## config.mk

```make
export PLATFORM = sky130hd
export DESIGN_NAME = aes_mode_ctrl
export DESIGN_NICKNAME = d
export VERILOG_FILES = /design/src/rtl/aes_pkg.sv /design/src/rtl/aes_ctr_inc.sv /design/src/rtl/aes_mode_ctrl.sv
export SDC_FILE = /design/constraint.sdc
export NUM_CORES = 2
export LEC_CHECK = 0
export ABC_AREA = 1
export CAP_MARGIN = 5
export CORE_MARGIN = 3
export CORE_UTILIZATION = 30
export DETAILED_ROUTE_END_ITERATION = 8
export PLACE_DENSITY = 0.5
export SLEW_MARGIN = 30
export SYNTH_ARGS = -nofsm -noshare
export SYNTH_HDL_FRONTEND = slang
export SYNTH_HIERARCHICAL = 1
export SYNTH_SLANG_ARGS = --single-unit
```

## constraint.sdc

```tcl
create_clock -name CLK -period 2.6 [get_ports CLK]
set_clock_uncertainty 0.1 [all_clocks]
set_input_delay 0.39 -clock CLK [delete_from_list [all_inputs] [get_ports CLK]]
set_output_delay 0.39 -clock CLK [all_outputs]
set_load 0.01 [all_outputs]
```

## src/rtl/aes_pkg.sv

```systemverilog
// Shared encodings and reference vectors for the AES block-chaining controller.
// The reference vectors are FIPS-197 Appendix C.1 and SP800-38A F.2.1/F.5.1.
package aes_pkg;

  typedef enum logic [1:0] {
    MODE_ECB = 2'b00,
    MODE_CBC = 2'b01,
    MODE_CTR = 2'b10,
    MODE_RSV = 2'b11
  } mode_e;

  typedef enum logic [2:0] {
    ST_IDLE  = 3'd0,
    ST_KEY   = 3'd1,
    ST_KWAIT = 3'd2,
    ST_READY = 3'd3,
    ST_ISSUE = 3'd4,
    ST_WAIT  = 3'd5
  } state_e;

  localparam logic [127:0] FIPS197_KEY  = 128'h000102030405060708090a0b0c0d0e0f;
  localparam logic [127:0] FIPS197_DKEY = 128'h13111d7fe3944a17f307a78b4d2b30c5;
  localparam logic [127:0] FIPS197_PT   = 128'h00112233445566778899aabbccddeeff;
  localparam logic [127:0] FIPS197_CT   = 128'h69c4e0d86a7b0430d8cdb78070b4c55a;

  localparam logic [127:0] SP_KEY       = 128'h2b7e151628aed2a6abf7158809cf4f3c;
  localparam logic [127:0] SP_PT1       = 128'h6bc1bee22e409f96e93d7e117393172a;
  localparam logic [127:0] SP_PT2       = 128'hae2d8a571e03ac9c9eb76fac45af8e51;
  localparam logic [127:0] SP_CBC_IV    = 128'h000102030405060708090a0b0c0d0e0f;
  localparam logic [127:0] SP_CBC_CT1   = 128'h7649abac8119b246cee98e9b12e9197d;
  localparam logic [127:0] SP_CBC_CT2   = 128'h5086cb9b507219ee95db113a917678b2;
  localparam logic [127:0] SP_CTR_IV    = 128'hf0f1f2f3f4f5f6f7f8f9fafbfcfdfeff;
  localparam logic [127:0] SP_CTR_KS1   = 128'hec8cdf7398607cb0f2d21675ea9ea1e4;
  localparam logic [127:0] SP_CTR_KS2   = 128'h362b7c3c6773516318a077d7fc5073ae;
  localparam logic [127:0] SP_CTR_CT1   = 128'h874d6191b620e3261bef6864990db6ce;
  localparam logic [127:0] SP_CTR_CT2   = 128'h9806f66b7970fdff8617187bb9fffdff;

endpackage

```

## src/rtl/aes_ctr_inc.sv

```systemverilog
// Increments the low CTR_W bits of a counter block modulo 2^CTR_W;
// the upper bits pass through untouched.
module aes_ctr_inc #(
  parameter int unsigned BLK_W = 128,
  parameter int unsigned CTR_W = 32
) (
  input  logic [BLK_W-1:0] blk_i,
  output logic [BLK_W-1:0] blk_o
);

  if (CTR_W >= BLK_W) begin : g_full
    assign blk_o = blk_i + BLK_W'(1);
  end else begin : g_field
    assign blk_o = {blk_i[BLK_W-1:CTR_W], blk_i[CTR_W-1:0] + CTR_W'(1)};
  end

endmodule

```

## src/rtl/aes_mode_ctrl.sv

```systemverilog
// Block-chaining controller: drives an iterative AES core through ECB/CBC/CTR
// messages with IV/counter chaining and a one-entry output buffer.
module aes_mode_ctrl
  import aes_pkg::*;
#(
  parameter int unsigned BLK_W = 128,
  parameter int unsigned KEY_W = 128,
  parameter int unsigned CTR_W = 32,
  parameter int unsigned CNT_W = 16
) (
  input  logic             CLK,
  input  logic             RSTn,
  input  logic [1:0]       Mode,
  input  logic             Dec,
  input  logic [KEY_W-1:0] Key,
  input  logic             KeyLd,
  input  logic [BLK_W-1:0] Iv,
  input  logic             Start,
  input  logic [BLK_W-1:0] SData,
  input  logic             SValid,
  output logic             SReady,
  input  logic             SLast,
  output logic [BLK_W-1:0] MData,
  output logic             MValid,
  input  logic             MReady,
  output logic             MLast,
  output logic [BLK_W-1:0] CDin,
  output logic [KEY_W-1:0] CKey,
  output logic             CDrdy,
  output logic             CKrdy,
  output logic             CEncDec,
  input  logic             CBSY,
  input  logic             CDvld,
  input  logic [BLK_W-1:0] CDout,
  output logic             Busy,
  output logic [CNT_W-1:0] BlkCnt,
  output logic             Err
);

  state_e           state_q, state_d;
  mode_e            mode_q;
  logic             dec_q;
  logic [BLK_W-1:0] chain_q, hold_q, cdin_q, mdata_q;
  logic [KEY_W-1:0] ckey_q;
  logic             mvalid_q, mlast_q, last_q, err_q, done_q;
  logic [CNT_W-1:0] cnt_q;
  logic [BLK_W-1:0] chain_inc;

  logic key_ok, start_ok, accept, core_done;

  aes_ctr_inc #(.BLK_W(BLK_W), .CTR_W(CTR_W)) u_ctr_inc (
    .blk_i(chain_q),
    .blk_o(chain_inc)
  );

  assign key_ok    = KeyLd && ((state_q == ST_IDLE) || (state_q == ST_READY && !mvalid_q));
  assign start_ok  = Start && (state_q == ST_READY) && !mvalid_q;
  assign accept    = SReady && SValid;
  assign core_done = (state_q == ST_WAIT) && CDvld;

  always_ff @(posedge CLK or negedge RSTn) begin
    if (!RSTn) state_q <= ST_IDLE;
    else       state_q <= state_d;
  end

  // Start and KeyLd take the cycle, so no block can be accepted alongside them;
  // done_q holds off input after a last block until the next Start.
  always_comb begin
    state_d = state_q;
    SReady  = 1'b0;
    CDrdy   = 1'b0;
    CKrdy   = 1'b0;
    Busy    = !(state_q == ST_IDLE || state_q == ST_READY);
    if (state_q == ST_READY)
      SReady = (!mvalid_q || MReady) && !Start && !KeyLd && !done_q;
    unique case (state_q)
      ST_IDLE:  if (key_ok) state_d = ST_KEY;
      ST_KEY: begin
        CKrdy   = 1'b1;
        state_d = ST_KWAIT;
      end
      ST_KWAIT: if (!CBSY) state_d = ST_READY;
      ST_READY: begin
        if (key_ok)      state_d = ST_KEY;
        else if (accept) state_d = ST_ISSUE;
      end
      ST_ISSUE: begin
        CDrdy = 1'b1;
        if (!CBSY) state_d = ST_WAIT;
      end
      ST_WAIT:  if (CDvld) state_d = ST_READY;
      default:  state_d = ST_IDLE;
    endcase
  end

  always_ff @(posedge CLK or negedge RSTn) begin
    if (!RSTn) begin
      mode_q   <= MODE_ECB;
      dec_q    <= 1'b0;
      chain_q  <= '0;
      hold_q   <= '0;
      cdin_q   <= '0;
      mdata_q  <= '0;
      ckey_q   <= '0;
      mvalid_q <= 1'b0;
      mlast_q  <= 1'b0;
      last_q   <= 1'b0;
      err_q    <= 1'b0;
      done_q   <= 1'b0;
      cnt_q    <= '0;
    end else begin
      if (key_ok) ckey_q <= Key;

      if (start_ok) begin
        chain_q <= Iv;
        mode_q  <= (Mode == MODE_RSV) ? MODE_ECB : mode_e'(Mode);
        dec_q   <= Dec;
        cnt_q   <= '0;
        done_q  <= 1'b0;
        err_q   <= (Mode == MODE_RSV);
      end
      if ((Start && !start_ok) || (KeyLd && !key_ok)) err_q <= 1'b1;

      if (accept) begin
        last_q <= SLast;
        hold_q <= SData;
        case (mode_q)
          MODE_CBC: cdin_q <= dec_q ? SData : (SData ^ chain_q);
          MODE_CTR: cdin_q <= chain_q;
          default:  cdin_q <= SData;
        endcase
      end

      if (core_done) begin
        mvalid_q <= 1'b1;
        mlast_q  <= last_q;
        cnt_q    <= cnt_q + CNT_W'(1);
        if (last_q) done_q <= 1'b1;
        case (mode_q)
          MODE_CBC: begin
            if (dec_q) begin
              mdata_q <= CDout ^ chain_q;
              chain_q <= hold_q;
            end else begin
              mdata_q <= CDout;
              chain_q <= CDout;
            end
          end
          MODE_CTR: begin
            mdata_q <= CDout ^ hold_q;
            chain_q <= chain_inc;
          end
          default:  mdata_q <= CDout;
        endcase
      end else if (mvalid_q && MReady) begin
        mvalid_q <= 1'b0;
      end
    end
  end

  assign MData   = mdata_q;
  assign MValid  = mvalid_q;
  assign MLast   = mlast_q;
  assign CDin    = cdin_q;
  assign CKey    = ckey_q;
  assign CEncDec = (mode_q == MODE_CTR) ? 1'b0 : dec_q;
  assign BlkCnt  = cnt_q;
  assign Err     = err_q;

endmodule
```

==> After elaboration in Yosys (flattened, before gate mapping) <==
Index checks and enable logic that the tools add are counted.
{ "classes": {"n_addsub": 2, "n_eq_ne": 14, "muxes": 29, "bitwise": 3, "n_reduce_logical": 28} }
{ "op_table": {"columns": ["cell", "n"], "rows": [
  ["$pmux 128 s2", 3],
  ["$mux 128", 5],
  ["$xor 128x128->128", 3],
  ["$add 32x1->32 const B", 1],
  ["$mux 16", 2],
  ["$mux 3", 6],
  ["$pmux 3 s6", 1],
  ["$add 16x1->16 const B", 1],
  ["$logic_and 1x1->1", 12],
  ["$mux 1", 11],
  ["$ne 2x2->1 const B", 5],
  ["$logic_not 1->1", 7],
  ["$eq 3x2->1 const B", 2],
  ["$eq 3x3->1 const B", 2],
  ["$reduce_bool 2->1", 3],
  ["$reduce_and 5->1", 1],
  ["$eq 2x2->1 const B", 2],
  ["$logic_or 1x1->1", 4],
  ["$eq 3x1->1 const B", 1],
  ["$logic_not 3->1", 1],
  ["$ne 3x3->1 const B", 1],
  ["$eq 2x1->1 const B", 1],
  ["$mux 2", 1]
]} }
{ "word_totals": {"ff_bits": 667, "in_bits": 524} }

==> Depth between registers and ports, before layout <==
{ "depth": {"ltp_word": 10, "ltp_mapped": 12, "mapped_depth_nobuf": 12} }

==> Hierarchy <==
Netlist, hierarchy kept.
{ "modules_own_cells": {"columns": ["mod", "n_inst", "cells_per_inst", "area_each_um2", "seq_area_each_um2"], "rows": [
  ["aes_mode_ctrl", 1, 4770, 36094.6, 16691.0],
  ["aes_ctr_inc", 1, 288, 1665.3, 0.0]
]} }

==> Worst setup path before layout <==
OpenSTA, ideal clock, no wires.
{ "synth_path": {"path_type": "register to register", "from": "reg mode_q[0]", "to": "reg mdata_q[12], in the netlist MData[12]", "t_arrival_ns": 1.625, "t_required_ns": 2.373, "setup_slack_ns": 0.748, "path_stages_with_launch": 9, "n_path_buf": 2, "synth_period_minus_slack_ns": 1.852, "path_cell_list": "dfrtp_1 inv_1 ha_1 inv_2 clkbuf_1 clkbuf_1 o2111ai_1 nand2_1 o21ai_0"} }
{ "synth_via": {"elab_chain_cells": 2, "elab_cells_between_ends": 3} }
{ "synth_lines": {"columns": ["item", "line_no", "source"], "rows": [
  ["start: declaration", "aes_mode_ctrl.sv:41", "mode_e mode_q;"],
  ["start signal: assignment", "aes_mode_ctrl.sv:116", "mode_q <= (Mode == MODE_RSV) ? MODE_ECB : mode_e'(Mode);"],
  ["$eq 2x2->1 / $eq 2x1->1 (equally long branches)", "aes_mode_ctrl.sv:139", "case (mode_q)"],
  ["$pmux 128 s2 *", "aes_mode_ctrl.sv:139", null],
  ["end signal: assignment", "aes_mode_ctrl.sv:142", "mdata_q <= CDout ^ chain_q;"],
  ["end signal: assignment", "aes_mode_ctrl.sv:145", "mdata_q <= CDout;"],
  ["end signal: assignment", "aes_mode_ctrl.sv:150", "mdata_q <= CDout ^ hold_q;"],
  ["end: declaration", "aes_mode_ctrl.sv:43", "logic [BLK_W-1:0] chain_q, hold_q, cdin_q, mdata_q;"]
]} }
Every way passes the cells marked *; elsewhere a longest branch is shown, timed or not.
A chain may end at the register's enable or synchronous reset.

==> Worst setup path in the final report <==
{ "layout_path": {"from": "reg state_q[2]", "to": "out SReady"} }
{ "layout_via": {"elab_chain_cells": 2} }
{ "layout_lines": {"columns": ["item", "line_no", "source"], "rows": [
  ["start: declaration", "aes_mode_ctrl.sv:40", "state_e state_q, state_d;"],
  ["start signal: assignment", "aes_mode_ctrl.sv:63", "else state_q <= state_d;"],
  ["$eq 3x2->1", "aes_mode_ctrl.sv:74", "if (state_q == ST_READY)"],
  ["$mux 1", "aes_mode_ctrl.sv:74", null],
  ["end: declaration", "aes_mode_ctrl.sv:21", "output logic SReady,"]
]} }
Every way passes these cells.

==> flow_summary.json <==
{
  "path_clk_slew_ns": 0.06,
  "use_met3_pct": 5.66,
  "grt_max_degree": 118,
  "crit_path_end_kind": "output port",
  "report.final.hold_viol_count": 0,
  "syn-cell-area_sq_um": 37800,
  "port_buffers": 931,
  "leakage_nw": 21.4,
  "clk_latency_ns": 0.67,
  "drtPass1Iterations": 7,
  "viasPerCell": 5.34,
  "area_growth_pct": 37.4,
  "drtIter0Drc": 3513,
  "min_path_cells": 3,
  "initial_core_util_pct": 30.4,
  "relSlewSlack_pct": 43.6,
  "cts.sinks": 667,
  "hp-start": "KeyLd",
  "status": "completed",
  "wirelength_um": 185000,
  "cp.arrival_ns": 1.96,
  "wl_per_cell_um": 24.7,
  "cellPowerDensity_nw_per_um2": 1180,
  "synthCells": 5058,
  "grt_usage_pct": 27.3,
  "async_reset_ff_share_pct": 100,
  "synth_top_area_cell": "dfrtp_1",
  "avgSynthCellArea_sq_um": 7.47,
  "clockBufferDepth": 3,
  "hold_class": "in2reg",
  "maxSlewViolCount": 0,
  "path_class": "reg2out",
  "antenna_found_initial": 56,
  "path_max_fanout": 4,
  "synth.top_cell.area_share_pct": 44.2,
  "grt_use_met2_pct": 44.4,
  "worstMarginPinSlew_ns": 0.845,
  "synth_cell_types": 38,
  "grt_pass1_wl_um": 269000,
  "fill_cells": 12600,
  "top_usage_layer": "met2",
  "cts_tree": "yes",
  "ys_seq_area_share_pct": 44.2,
  "coreArea_sq_um": 124000,
  "syn_nets": 5586,
  "r2r_setup_slack_ns": 0.25,
  "rsz0062_at_grt": "false",
  "synth_edf_count": 0,
  "setup_viol": 0,
  "ioPinCount": 932,
  "min_period_ns": 2.45,
  "die_h_um": 361,
  "drc_errors": 0,
  "dieArea_sq_um": 130000,
  "peakVddDrop_mv": 1.04,
  "reg2reg_to": "CDin[122]",
  "root_buffer": "clkbuf_16",
  "dp_hpwl_um": 127000,
  "via_count": 39900,
  "ys.warnings.count": 6,
  "max_freq_ghz": 0.409,
  "hold-path-endpoint": "Err",
  "worst_ep_required_time_ns": 2.11,
  "gp_congestion": 0.877,
  "power_w": 0.0612,
  "synth_ff_type": "dfrtp_1",
  "cp-start-kind": "flop",
  "layout.nets": 6265,
  "cts_made_buffers": 85,
  "seqCellArea_sq_um": 16700,
  "drive_gt1_share_pct": 5.95,
  "reg2reg_from": "mode_q[0]",
  "dieWidth_um": 361,
  "h-tree-depth": 3,
  "ys_top_cells_by_area": "dfrtp_1, nand2_1, o21ai_0, nand3_1, o22ai_1",
  "period_share_pct": 94.1,
  "multi_input_area_sq_um": 17500,
  "setup_tns_ns": 0,
  "grt-ovfl-total": 0,
  "ant_nets": 0,
  "r2r_cells": 10,
  "max_cap_violations": 0,
  "grt_use_met1_pct": 35.0,
  "synth_seq_cells": 667,
  "rows": 129,
  "first_global_vias": 37900
}
[placed cells by master (no fill, tap or decap), types with 4 or more instances in the layout]
cell type,instances
a21oi_1,223
buf_12,74
buf_4,79
bufinv_16,5
clkbuf_1,15
clkbuf_16,85
clkbuf_8,28
clkdlybuf4s50_1,924
clkinv_2,12
dfrtp_1,664
diode_2,42
dlygate4sd2_1,5
inv_1,299
inv_2,4
inv_6,6
inv_8,4
nand2_1,1274
nand2_2,7
nand2_4,6
nand3_1,408
nand3b_1,9
nand4_1,5
nor2_1,315
nor2_2,7
nor2_4,8
nor3_1,5
o2111ai_1,127
o211ai_1,53
o21a_1,122
o21ai_0,663
o21ai_1,115
o22ai_1,213
xnor2_1,4
xor2_1,10
[state kept, by name, summed over array words and instances, names as in the netlist]
signal / flops
MValid: 1
Err: 1
done_q: 1
MLast: 1
mode_q: 2
hold_q: 128
last_q: 1
MData: 128
state_q: 3
BlkCnt: 16
CKey: 128
dec_q: 1
chain_q: 128
CDin: 128
[metal layers]
metal	share of wire, %	wire length (um)	vias up
met4	4.2	7830	10
met1	41	75600	19500
met5	0.037	69	-
met2	47	87700	1670
li1	-	-	18500
met3	7.3	13500	302
[critical path, stage by stage, from the launching register on]
cell	delay [ns]
dfrtp_1	0.43
inv_2	0.10
nand3_4	0.13
nor2_4	0.15
nand2_2	0.11
inv_1	0.08
dlygate4sd2_1	0.27
[worst max-delay path by stage]
| stage | start | end | slack, ns |
|---|---|---|---|
| 3_5_place_dp | MReady | SReady | 0.09 |
| 2_1_floorplan | mode_q[0] | MData[12] | 0.75 |
| 3_3_place_gp | MReady | SReady | 0.09 |
| 6_report | state_q[2] | SReady | 0.15 |
| 5_1_grt | state_q[2] | SReady | 0.04 |
| 4_1_cts | state_q[2] | SReady | 0.09 |
[through the flow]
stage / std cells / area, sq um / hold WS, ns / worst slack [ns] / utilization (%)
floorplan: 5058 / 37800 / -0.00559 / 0.748 / -
global placement: 7283 / 48800 / 0.244 / 0.0931 / 39.3
detailed placement: 7283 / 48800 / 0.253 / 0.0855 / 39.3
CTS: 7440 / 51800 / 0.0164 / 0.0918 / 41.7
global route: 7472 / 51900 / 0.0666 / 0.0367 / 41.7
finish: 7482 / 51900 / 0.0733 / 0.153 / 41.7
[repair_timing]
item | CTS | global route
resized for setup | 17 | 0
endpoints found under the setup margin | 5 | 0
endpoints found under the hold margin | 147 | 0
hold buffers | 1 | 0
setup buffers | 3 | 0
[layout make-up]
class,count,area share (%)
sequential,667,32.2
antenna,42,0.203
timing repair buffer,1084,22.0
multi-input combinational,3587,33.7
clock inverter,25,0.702
tap,1637,3.95
inverter,312,2.36
clock buffer,128,4.95
[cells in the mapped netlist, types with 11 or more instances]
cell       number
buf_6          13
o21a_1        122
o211ai_1       53
clkbuf_2       11
o21ai_0       663
o22ai_1       213
o21ai_1       115
nand2_1      1281
buf_2         102
inv_1         302
nor2_1        317
clkbuf_1      235
buf_1          14
a21oi_1       223
buf_4         117
nand3_1       408
o2111ai_1     127
dfrtp_1       667
[power breakdown]
group          internal [W]  total (W)  leakage [nW]  switching (W)
registers            0.0150     0.0197          8.24        0.00466
clock network       0.00737     0.0125          1.45        0.00517
logic                0.0122     0.0290          11.7         0.0168
total                0.0346     0.0612          21.4         0.0266
[cells by family after synthesis]
kind of cell / share of synthesized area (%)
and+or+nand+nor: 22.2
AOI/OAI and AO/OA: 23.3
DFF: 44.2
buffers and inverters: 9.79
adders and majority gates: 0.133
xor gates and xnor gates: 0.368
No activity file was read; power rests on OpenSTA's default activity.
